File: config.mk
export PLATFORM = sky130hd
export DESIGN_NAME = add_array_pipe
export DESIGN_NICKNAME = d
export VERILOG_FILES = /design/src/rtl/add_array_pipe.sv
export SDC_FILE = /design/constraint.sdc
export NUM_CORES = 1
export LEC_CHECK = 0
export BUFFER_PORTS_ARGS = -buffer_cell sky130_fd_sc_hd__buf_4
export CORE_MARGIN = 3
export CORE_UTILIZATION = 35
export DETAILED_ROUTE_END_ITERATION = 6
export PLACE_DENSITY = 0.52
export SLEW_MARGIN = 20
export SYNTH_ARGS = -nofsm -noshare
export SYNTH_HDL_FRONTEND = slang
export SYNTH_SLANG_ARGS = --single-unit
export TNS_END_PERCENT = 5
File: constraint.sdc
create_clock -name sys_clk -period 12.4 [get_ports sys_clk]
set_input_delay 2.48 -clock sys_clk [delete_from_list [all_inputs] [get_ports sys_clk]]
set_output_delay 2.48 -clock sys_clk [all_outputs]
set_load 0.01 [all_outputs]
File: src/rtl/add_array_pipe.sv
// Parametrised SIMD adder array with valid/ready handshake, one registered result stage,
// per-lane accumulate, full-width lane chaining, saturating modes and sticky saturation flags.
module add_array_pipe #(
  parameter int LANES = 4,
  parameter int WIDTH = 16
) (
  input  logic                   sys_clk,
  input  logic                   reset_n,
  input  logic                   in_valid,
  output logic                   in_ready,
  input  logic [2:0]             mode,
  input  logic [LANES*WIDTH-1:0] adda,
  input  logic [LANES*WIDTH-1:0] addb,
  input  logic                   acc_clr,
  input  logic                   flag_clr,
  output logic                   out_valid,
  input  logic                   out_ready,
  output logic [LANES*WIDTH-1:0] addq,
  output logic [LANES-1:0]       carry_out,
  output logic [LANES-1:0]       sat_flag
);
  localparam int HALF = WIDTH / 2;

  typedef enum logic [2:0] {
    MODE_ADD   = 3'b000,
    MODE_ADDC  = 3'b001,
    MODE_SATU  = 3'b010,
    MODE_SATU2 = 3'b011,
    MODE_SATS  = 3'b100,
    MODE_ACC   = 3'b101,
    MODE_CHAIN = 3'b110,
    MODE_RSVD  = 3'b111
  } mode_e;

  logic [LANES*WIDTH-1:0] addq_q, addq_d;
  logic [LANES-1:0]       carry_q, carry_d;
  logic [LANES-1:0]       flag_q, flag_d;
  logic                   valid_q, valid_d;

  logic [LANES*WIDTH-1:0] res;
  logic [LANES-1:0]       cout;
  logic [LANES-1:0]       clamp;
  logic                   accept;
  logic                   stall;

  // Unsigned half-lane add clamped to all ones on carry-out.
  function automatic logic [HALF-1:0] sat_half(input logic [HALF:0] s);
    return s[HALF] ? {HALF{1'b1}} : s[HALF-1:0];
  endfunction

  assign stall    = valid_q & ~out_ready;
  assign in_ready = out_ready | ~valid_q;
  assign accept   = in_valid & in_ready;

  // Per-lane datapath; chain_c ripples lane carries upward only in CHAIN mode.
  always_comb begin
    logic             chain_c;
    logic [WIDTH-1:0] a, b;
    logic             cin;
    logic [WIDTH:0]   sum;
    logic [HALF:0]    lo, hi;
    res     = {(LANES*WIDTH){1'b0}};
    cout    = {LANES{1'b0}};
    clamp   = {LANES{1'b0}};
    chain_c = 1'b0;
    for (int i = 0; i < LANES; i++) begin
      a   = adda[i*WIDTH +: WIDTH];
      b   = addb[i*WIDTH +: WIDTH];
      cin = 1'b0;
      if (mode == MODE_ACC) begin
        b = acc_clr ? {WIDTH{1'b0}} : addq_q[i*WIDTH +: WIDTH];
      end else begin
        b = addb[i*WIDTH +: WIDTH];
      end
      if (mode == MODE_ADDC) begin
        cin = acc_clr ? 1'b0 : carry_q[i];
      end else if (mode == MODE_CHAIN) begin
        cin = chain_c;
      end else begin
        cin = 1'b0;
      end
      sum = {1'b0, a} + {1'b0, b} + {{WIDTH{1'b0}}, cin};
      lo  = {1'b0, a[HALF-1:0]} + {1'b0, b[HALF-1:0]};
      hi  = {1'b0, a[WIDTH-1:HALF]} + {1'b0, b[WIDTH-1:HALF]};
      case (mode)
        MODE_SATU: begin
          res[i*WIDTH +: WIDTH] = sum[WIDTH] ? {WIDTH{1'b1}} : sum[WIDTH-1:0];
          cout[i]  = sum[WIDTH];
          clamp[i] = sum[WIDTH];
        end
        MODE_SATU2: begin
          res[i*WIDTH +: WIDTH] = {sat_half(hi), sat_half(lo)};
          cout[i]  = hi[HALF];
          clamp[i] = hi[HALF] | lo[HALF];
        end
        MODE_SATS: begin
          // Overflow only when both operands share a sign the sum does not.
          if (~a[WIDTH-1] & ~b[WIDTH-1] & sum[WIDTH-1]) begin
            res[i*WIDTH +: WIDTH] = {1'b0, {(WIDTH-1){1'b1}}};
            clamp[i] = 1'b1;
          end else if (a[WIDTH-1] & b[WIDTH-1] & ~sum[WIDTH-1]) begin
            res[i*WIDTH +: WIDTH] = {1'b1, {(WIDTH-1){1'b0}}};
            clamp[i] = 1'b1;
          end else begin
            res[i*WIDTH +: WIDTH] = sum[WIDTH-1:0];
            clamp[i] = 1'b0;
          end
          cout[i] = sum[WIDTH];
        end
        default: begin
          res[i*WIDTH +: WIDTH] = sum[WIDTH-1:0];
          cout[i]  = sum[WIDTH];
          clamp[i] = 1'b0;
        end
      endcase
      chain_c = sum[WIDTH];
    end
  end

  // Next-state: a stalled result holds; acc_clr only zeroes when nothing is stored.
  always_comb begin
    addq_d  = addq_q;
    carry_d = carry_q;
    valid_d = accept | stall;
    flag_d  = (flag_clr ? {LANES{1'b0}} : flag_q) | (accept ? clamp : {LANES{1'b0}});
    if (stall) begin
      addq_d  = addq_q;
      carry_d = carry_q;
    end else if (accept) begin
      addq_d  = res;
      carry_d = cout;
    end else if (acc_clr) begin
      addq_d  = {(LANES*WIDTH){1'b0}};
      carry_d = {LANES{1'b0}};
    end else begin
      addq_d  = addq_q;
      carry_d = carry_q;
    end
  end

  // Result, carry latch, flag and valid registers.
  always_ff @(posedge sys_clk or negedge reset_n) begin
    if (!reset_n) begin
      addq_q  <= {(LANES*WIDTH){1'b0}};
      carry_q <= {LANES{1'b0}};
      flag_q  <= {LANES{1'b0}};
      valid_q <= 1'b0;
    end else begin
      addq_q  <= addq_d;
      carry_q <= carry_d;
      flag_q  <= flag_d;
      valid_q <= valid_d;
    end
  end

  assign addq      = addq_q;
  assign carry_out = carry_q;
  assign sat_flag  = flag_q;
  assign out_valid = valid_q;

endmodule

==> impl_metrics.json, run 1 <==
{
  "outcome": "finished, final reports clean",
  "yosys-top-cells-area": "dfrtp_1 (19%), o21ai_0 (9.7%), ha_1 (8.7%)",
  "die_w_um": 173,
  "fin_nets": 1711,
  "htree_num_levels": 3,
  "vdd_drop_max_mv": 0.0654,
  "ys_ff_latch": 73,
  "dr.pass1.iters": 5,
  "drv_cap": 0,
  "syn-num-nets": 1551,
  "dp_slack_ns": 0.0217,
  "grt_max_degree": 72,
  "vias": 10400,
  "cts.sinks": 73,
  "cp.required_ns": 12.63,
  "area_growth_pct": 23.2,
  "antenna_found_initial": 1,
  "hpwl_mm": 26.8,
  "nFillCells": 2923,
  "synthFlopType": "dfrtp_1",
  "fin_util_pct": 44.2,
  "final-seq-area_um2": 1830,
  "slew_viol_final": 0,
  "clkSlewWorstSetupHoldPaths_ns": 0.07,
  "dieArea_um2": 29900,
  "async_flop_share_pct": 100,
  "crit_slowest_cell": "fa_1",
  "cts_tree": "yes",
  "p_leak_nw": 5.43,
  "grt_first_pass_wirelength_mm": 56.7,
  "die_h_um": 173,
  "worstMarginPinSlew_ns": 0.994,
  "min_path_type": "register to register",
  "drive_above_1_share_pct": 18.9,
  "numCtsBuffers": 9,
  "antenna_cells": 0,
  "yosysTopAreaCell": "dfrtp_1",
  "grt_setup_unrepaired": "false",
  "drtIter0Drc": 673,
  "final_area_um2": 12000,
  "clock-skew-final_ns": 0.0132,
  "setup_viol": 0,
  "avgSynthCellArea_um2": 7.33,
  "root_buffer": "clkbuf_16",
  "via_per_inst": 5.55,
  "io_buffers": 210,
  "setup_ws_ns": 0.564,
  "post_dp_cell_area_um2": 11700,
  "fin_crit_ns": 11.84,
  "gp_congestion": 0.890,
  "drc_errors": 0,
  "grt_usage_pct": 23.2,
  "syn-cell-area_um2": 9750,
  "arrival_ns": 12.06,
  "synth_warnings": 0,
  "grt_pass1_vias": 10100,
  "num_rows": 60,
  "core_area_um2": 27200,
  "netlist.area_leader.share_pct": 18.7,
  "fmax_mhz": 84.5,
  "ant_nets": 0,
  "criticalPathCategory": "input port to register",
  "relSlewSlack_pct": 33.5,
  "final_hold_viol_count": 0,
  "synthCells": 1330,
  "drt-wirelength-per-cell_um": 19.3,
  "power_density_nw_per_um2": 105,
  "yosysSeqAreaShare_pct": 18.7,
  "multi_input_area_um2": 7450,
  "crit_top_cell": "fa_1",
  "cpPeakStageDelay_ns": 0.49,
  "period_share_pct": 95.4,
  "clock_latency_ns": 0.36,
  "cp-end-kind": "register",
  "setup_total_negative_slack_ns": 0,
  "initial_core_util_pct": 35.9,
  "cts_buffer_depth": 2,
  "cp_max_fo": 10,
  "overflow": 0,
  "p_total_mw": 1.26,
  "wl_mm": 36.1,
  "cp-start-kind": "input port",
  "synth_edf_count": 0,
  "ys_types": 80,
  "io_pins": 211
}
[flip-flops by register name, indices dropped and copies added (netlist names)]
| signal | count |
|---|---|
| sat_flag | 4 |
| addq | 64 |
| carry_out | 4 |
| out_valid | 1 |
[repair_timing]
| action | CTS | global route |
|---|---|---|
| resized for setup | 0 | 0 |
| hold endpoints to repair | 0 | 0 |
| setup endpoints to repair | 0 | 12 |
| buffers inserted | 0 | 4 |
| hold buffers | 0 | 0 |
[per-layer routing]
layer,wire length [um],GRT usage (%),up-vias
met2,16300,37.7,296
met4,752,6.01,2
met5,13,0,-
met3,1690,3.62,48
li1,-,-,5139
met1,17300,32.3,4886
[synthesized netlist by cell type (all sizes together), types with 16 or more instances]
cell type and n:
nand3 29, a21o 43, a31oi 28, fa 16, xor2 33, ha 68
inv 31, dfrtp 73, nand2b 78, a21oi 139, clkbuf 91, o21a 18
o21ai 201, nand2 155, xnor2 66, nor2 57, a221o 18
[path summary, 6_finish.rpt]
| kind | cells past startpoint | slack (ns) | end | from |
|---|---|---|---|---|
| min reg2reg | 2 | 0.52 | carry_out[3] | carry_out[3] |
| max | 38 | 0.56 | addq[58] | mode[1] |
| min | 2 | 0.52 | carry_out[3] | carry_out[3] |
| max in group asynchronous | 2 | 9.26 | addq[40] | reset_n |
| min in group asynchronous | 1 | 2.00 | out_valid | reset_n |
| max reg2reg | 35 | 2.67 | addq[58] | carry_out[0] |
[worst max-delay path: cells and delay by family]
kind	cells	cell delay [ns]
adder cells (fa/ha/maj)	8	3.67
buffers and inverters	2	0.29
AND/OR/NAND/NOR	3	0.53
AO/OA/AOI/OAI	25	5.06
[layout make-up]
| class | instances | share of cell area [%] |
|---|---|---|
| well taps | 372 | 3.88 |
| multi-input cells | 1128 | 62.1 |
| repair buffers | 245 | 15.5 |
| clock inverters | 2 | 0.104 |
| clock buffers | 14 | 2.20 |
| inverters | 33 | 1.03 |
| flip-flops and latches | 73 | 15.2 |
[report_power, final]
| part | leakage, nW | internal (mW) | total [mW] | switching [mW] |
|---|---|---|---|---|
| clock network | 0.133 | 0.147 | 0.268 | 0.121 |
| registers | 0.932 | 0.286 | 0.338 | 0.0523 |
| logic | 4.36 | 0.298 | 0.654 | 0.357 |
| total | 5.43 | 0.730 | 1.26 | 0.530 |
[cells in the final DEF (no fill, tap or decap), types with 17 or more instances in the layout]
| master | Yosys | layout |
|---|---|---|
| a21o_1 | 43 | 43 |
| a21oi_1 | 138 | 138 |
| a221o_1 | 18 | 18 |
| a31oi_1 | 26 | 26 |
| buf_4 | 1 | 243 |
| dfrtp_1 | 73 | 73 |
| ha_1 | 68 | 68 |
| inv_1 | 31 | 31 |
| nand2_1 | 154 | 154 |
| nand2b_1 | 78 | 78 |
| nand3_1 | 28 | 28 |
| nor2_1 | 57 | 55 |
| o21a_1 | 17 | 17 |
| o21ai_0 | 189 | 189 |
| xnor2_1 | 65 | 65 |
| xor2_1 | 33 | 33 |
[logic make-up after synthesis]
| group | after synthesis | share of synthesized area [%] |
|---|---|---|
| buffers and inverters | 129 | 5.03 |
| muxes | 8 | 0.847 |
| AOI/OAI and AO/OA | 551 | 35.2 |
| DFF | 73 | 18.7 |
| adders and majority gates | 84 | 12.0 |
| xor gates and xnor gates | 99 | 8.97 |
| and+or+nand+nor | 386 | 19.2 |
[per-stage QoR]
| stage | cells | hold slack (ns) |
|---|---|---|
| after floorplan | 1330 | 0.525 |
| after global placement | 1847 | 0.506 |
| after detailed placement | 1847 | 0.505 |
| after CTS | 1863 | 0.521 |
| after global routing | 1867 | 0.565 |
| final | 1867 | 0.519 |
(Power assumes the default switching activity.)
==> run 2, diff against run 1 <==
- CORE_UTILIZATION: 35 -> 50
- PLACE_DENSITY: 0.52 -> 0.71
- REMOVE_ABC_BUFFERS: default -> 1
==> run 2 against run 1 <==
Compared with the run above:
- die area down 29%
- fmax down 0.96%
- cell area down 0.78%
- sequential power down 1%
==> impl_metrics.json, run 2 (same netlist as run 1, synthesis figures left out) <==
{
  "drc_errors": 0,
  "antenna_cells": 0,
  "outcome": "finished, final reports clean",
  "die_h_um": 146,
  "dieArea_um2": 21200,
  "relSlewSlack_pct": 22.8,
  "core_area_um2": 19000,
  "grt_usage_pct": 29.8,
  "area_growth_pct": 22.2,
  "crit_slowest_cell": "fa_1",
  "vias": 10500,
  "fmax_mhz": 83.7,
  "power_density_nw_per_um2": 108,
  "final_cell_mix": "buf_4 (241), o21ai_0 (189), nand2_1 (154), a21oi_1 (137), nand2b_1 (78)",
  "clock_latency_ns": 0.35,
  "wl_mm": 32.5,
  "p_leak_nw": 5.45,
  "arrival_ns": 12.19,
  "cpPeakStageDelay_ns": 0.48,
  "fin_crit_ns": 11.95,
  "drive_above_1_share_pct": 19.2,
  "drt-wirelength-per-cell_um": 18.6,
  "htree_num_levels": 3,
  "root_buffer": "clkbuf_16",
  "antenna_found_initial": 0,
  "cts.sinks": 73,
  "critPathTopFamily": "compound AO/OA/AOI/OAI gates",
  "clock-skew-final_ns": 0.00961,
  "slew_viol_final": 0,
  "clkSlewWorstSetupHoldPaths_ns": 0.06,
  "worstMarginPinSlew_ns": 1.16,
  "final_hold_viol_count": 0,
  "hpwl_mm": 23.9,
  "via_per_inst": 6.00,
  "final_common_cell": "buf_4",
  "grt_first_pass_wirelength_mm": 52.3,
  "initial_core_util_pct": 51.4,
  "die_w_um": 146,
  "dr.pass1.iters": 5,
  "vdd_drop_max_mv": 0.0753,
  "p_total_mw": 1.29,
  "io_pins": 211,
  "grt_pass1_vias": 9733,
  "cts_tree": "yes",
  "drtIter0Drc": 865,
  "cp-start-kind": "input port",
  "cp-end-kind": "register",
  "crit_buf_inv": 1,
  "io_buffers": 210,
  "crit_top_cell": "fa_1",
  "cts_buffer_depth": 2,
  "min_path_type": "register to register",
  "num_rows": 50,
  "overflow": 0,
  "criticalPathCategory": "input port to register",
  "setup_viol": 0,
  "cp_max_fo": 10,
  "cp.required_ns": 12.63,
  "drv_cap": 0,
  "period_share_pct": 96.4,
  "fin_cells": 1753,
  "numCtsBuffers": 9,
  "gp_congestion": 0.954,
  "grt_max_degree": 73,
  "dp_cells": 1730,
  "fin_nets": 1709,
  "largest_register_ffs": 64,
  "ant_nets": 0
}
==> run 2: what timing repair did <==
item	4_1_cts	5_1_grt
hold buffers	0	0
resized for setup	0	3
setup endpoints to repair	0	16
endpoints found under the hold margin	0	0
buffers inserted	0	7
==> run 2: layer usage <==
| layer | part of all wire, % | track usage (%) | vias up |
|---|---|---|---|
| met5 | 0 | 0 | - |
| li1 | - | - | 5146 |
| met1 | 44 | 41.4 | 4878 |
| met4 | 2.2 | 8.97 | 0 |
| met3 | 7.7 | 4.76 | 55 |
| met2 | 46 | 48.0 | 446 |
==> run 2: power by group <==
group          total [mW]  switching (mW)  internal (mW)  leakage (nW)
Sequential          0.334          0.0484          0.286         0.932
Combinational       0.650           0.353          0.297          4.35
Clock               0.304           0.117          0.187         0.162
Total                1.29           0.518          0.769          5.45
==> run 2: worst paths after layout <==
kind,endpoint,start,slack [ns],cells after the start
worst max-delay path,addq[50],mode[1],0.45,37
worst min-delay path,addq[55],addq[55],0.52,1
worst max register to register,addq[50],addq[0],2.51,35
worst min register to register,addq[55],addq[55],0.52,1
max in group asynchronous,addq[22],reset_n,9.58,2
min in group asynchronous,addq[58],reset_n,1.90,1
==> run 2: worst register-to-register path: cells and delay by family, from the launching register on <==
kind	cells	cell delay [ns]
DFF	1	0.44
AOI/OAI and AO/OA	25	5.40
and+or+nand+nor	2	0.30
adders and majority gates	8	3.64
==> run 2: cell type report <==
cell class | count | area [um^2]
clock buffers | 11 | 253
inverters | 33 | 124
well taps | 260 | 325
clock inverters | 5 | 77.6
multi-input cells | 1128 | 7470
fillers | 1814 | 7040
repair buffers | 243 | 1840
flip-flops and latches | 73 | 1830
==> run 2: stage by stage <==
stage | worst slack (ns) | TNS (ns) | util [%] | instance area (um^2) | hold WS [ns]
3_3_place_gp | 0.148 | 0 | 60.7 | 11500 | 0.505
4_1_cts | 0.233 | 0 | 62.4 | 11800 | 0.521
2_1_floorplan | -1.57 | -25.13 | - | 9380 | 0.525
3_5_place_dp | -0.0989 | -0.749 | 60.7 | 11500 | 0.507
6_report | 0.450 | 0 | 62.9 | 11900 | 0.520
5_1_grt | -0.0723 | -0.0879 | 62.9 | 11900 | 0.546
==> run 3, diff against run 2 <==
- CORE_UTILIZATION: 50 -> 39
- CTS_BUF_LIST: default -> sky130_fd_sc_hd__clkbuf_4
- PLACE_DENSITY: 0.71 -> 0.57
==> run 3 against run 2 <==
Compared with the run above:
- via count down 1.6%
- worst hold slack improved by 0.014 ns
- power decreased by 10%
- setup slack better by 0.14 ns
- clock skew increased by 0.013 ns
- combinational power about the same
- cell area down 1.0%
- critical path depth rose by 1
- first-iteration DRC count fell by 29%
- cell count is 3.7% higher
- count of clock-buffer cells in the layout shrank 2
==> impl_metrics.json, run 3 (same netlist as run 1, synthesis figures left out) <==
{
  "final_cell_mix": "buf_4 (239), o21ai_0 (187), nand2_1 (154), a21oi_1 (137), nand2b_1 (78)",
  "startpoint": "mode[1]",
  "antenna_found_initial": 1,
  "relSlewSlack_pct": 22.9,
  "period_share_pct": 95.2,
  "dr.pass1.iters": 5,
  "nFillCells": 2542,
  "grt_usage_pct": 25.3,
  "core_area_um2": 24500,
  "fmax_mhz": 84.7,
  "clockPowerShare_pct": 14.9,
  "cts_tree": "yes",
  "cp_max_fo": 10,
  "worstMarginPinSlew_ns": 1.14,
  "numCtsBuffers": 9,
  "num_rows": 57,
  "die_w_um": 164,
  "fin_crit_ns": 11.81,
  "fin_util_pct": 48.2,
  "drt-wirelength-per-cell_um": 19.0,
  "min_path_type": "register to register",
  "fin_nets": 1707,
  "criticalPathCategory": "input port to register",
  "grt_pass1_vias": 10100,
  "cpPeakStageDelay_ns": 0.48,
  "post_dp_cell_area_um2": 11600,
  "drv_cap": 0,
  "cp-end-kind": "register",
  "outcome": "finished, final reports clean",
  "area_growth_pct": 21.0,
  "crit_top_cell": "fa_1",
  "hold_slack_ns": 0.534,
  "seqPwrFrac_pct": 28.9,
  "dp_slack_ns": -0.129,
  "initial_core_util_pct": 39.9,
  "power_density_nw_per_um2": 98.3,
  "arrival_ns": 12.17,
  "cts_buffer_depth": 2,
  "grt_first_pass_wirelength_mm": 54.6,
  "io_pins": 211,
  "comb_power_share_pct": 56.2,
  "hold_start": "addq[4]",
  "p_total_mw": 1.16,
  "clock-skew-final_ns": 0.0226,
  "hpwl_mm": 25.3,
  "vias": 10400,
  "io_buffers": 210,
  "largest_register_ffs": 64,
  "root_buffer": "clkbuf_4",
  "final_hold_viol_count": 0,
  "htree_num_levels": 3,
  "drc_errors": 0,
  "p_leak_nw": 5.34,
  "crit_slowest_cell": "fa_1",
  "clock_latency_ns": 0.48,
  "final_common_cell": "buf_4",
  "slew_viol_final": 0,
  "vdd_drop_max_mv": 0.0494,
  "drtIter0Drc": 613,
  "grt_setup_unrepaired": "false",
  "setup_ws_ns": 0.592,
  "gp_congestion": 0.899,
  "wl_mm": 34.5,
  "overflow": 0,
  "die_h_um": 164,
  "p_sw_mw": 0.517,
  "r2r-start": "addq[0]",
  "setup_viol": 0,
  "drive_above_1_share_pct": 19.0,
  "internal_power_mw": 0.642,
  "final_area_um2": 11800,
  "power_switching_share_pct": 44.6,
  "cp.required_ns": 12.76,
  "cp-start-kind": "input port",
  "clkSlewWorstSetupHoldPaths_ns": 0.16,
  "dieArea_um2": 26900,
  "ant_nets": 0,
  "cts.sinks": 73,
  "grt_max_degree": 73,
  "via_per_inst": 5.70
}
==> run 3: changes by cell type in the layout (fill, tap and decap cells not counted), sizes merged <==
| cell | previous run | this run |
|---|---|---|
| clkinvlp | 1 | 3 |
| bufinv | 2 | 1 |
| inv | 31 | 32 |
| buf | 243 | 241 |
| clkbuf | 11 | 9 |
| diode | 0 | 2 |
==> run 3: area by class of cell <==
type	instances	area, um^2	share of cell area (%)
antenna	2	5.00	0.0424
sequential	73	1830	15.5
tap	324	405	3.44
clock buffer	9	67.6	0.573
clock inverter	7	70.1	0.594
multi-input combinational	1128	7470	63.3
timing repair buffer	241	1830	15.5
inverter	33	124	1.05
==> run 3: critical path: cells and delay by family <==
| family | cells | cell delay [ns] |
|---|---|---|
| adder cells (fa/ha/maj) | 8 | 3.65 |
| AND/OR/NAND/NOR | 3 | 0.51 |
| AO/OA/AOI/OAI | 25 | 5.20 |
| buffers and inverters | 2 | 0.29 |
==> run 3: layer usage <==
metal / global-route usage (%) / vias to the layer above / wire, um
li1: - / 5127 / -
met1: 35.4 / 4854 / 16300
met2: 40.8 / 334 / 15500
met3: 3.43 / 45 / 2000
met4: 6.88 / 0 / 677
met5: 0 / - / 0
==> run 3: power by group through the flow <==
stage,sequential [mW],combinational (mW),clock [mW]
after floorplan,0.346,0.387,0
after global routing,0.342,0.724,0.186
after CTS,0.334,0.649,0.175
after detailed placement,0.338,0.645,0
final,0.335,0.651,0.173
after global placement,0.339,0.642,0
==> run 3: through the flow <==
stage	TNS, ns	cells
after global routing	0	1817
after CTS	0	1814
after floorplan	-25.13	1234
after global placement	0	1798
after detailed placement	-1.05	1798
final	0	1817
==> run 3: path summary, 6_finish.rpt <==
kind                                 end  slack (ns)  cells past startpoint
worst min-delay path             addq[4]        0.53                      2
worst max-delay path            addq[56]        0.59                     38
max in group asynchronous       addq[23]        9.73                      2
worst min register to register   addq[4]        0.53                      2
min in group asynchronous       addq[58]        1.77                      1
worst max register to register  addq[56]        2.49                     36
==> run 3: repair_timing <==
item,in CTS,in global routing
endpoints found under the hold margin,0,0
setup endpoints to repair,0,14
hold buffers,0,0
resized for setup,0,5
buffers inserted,0,1
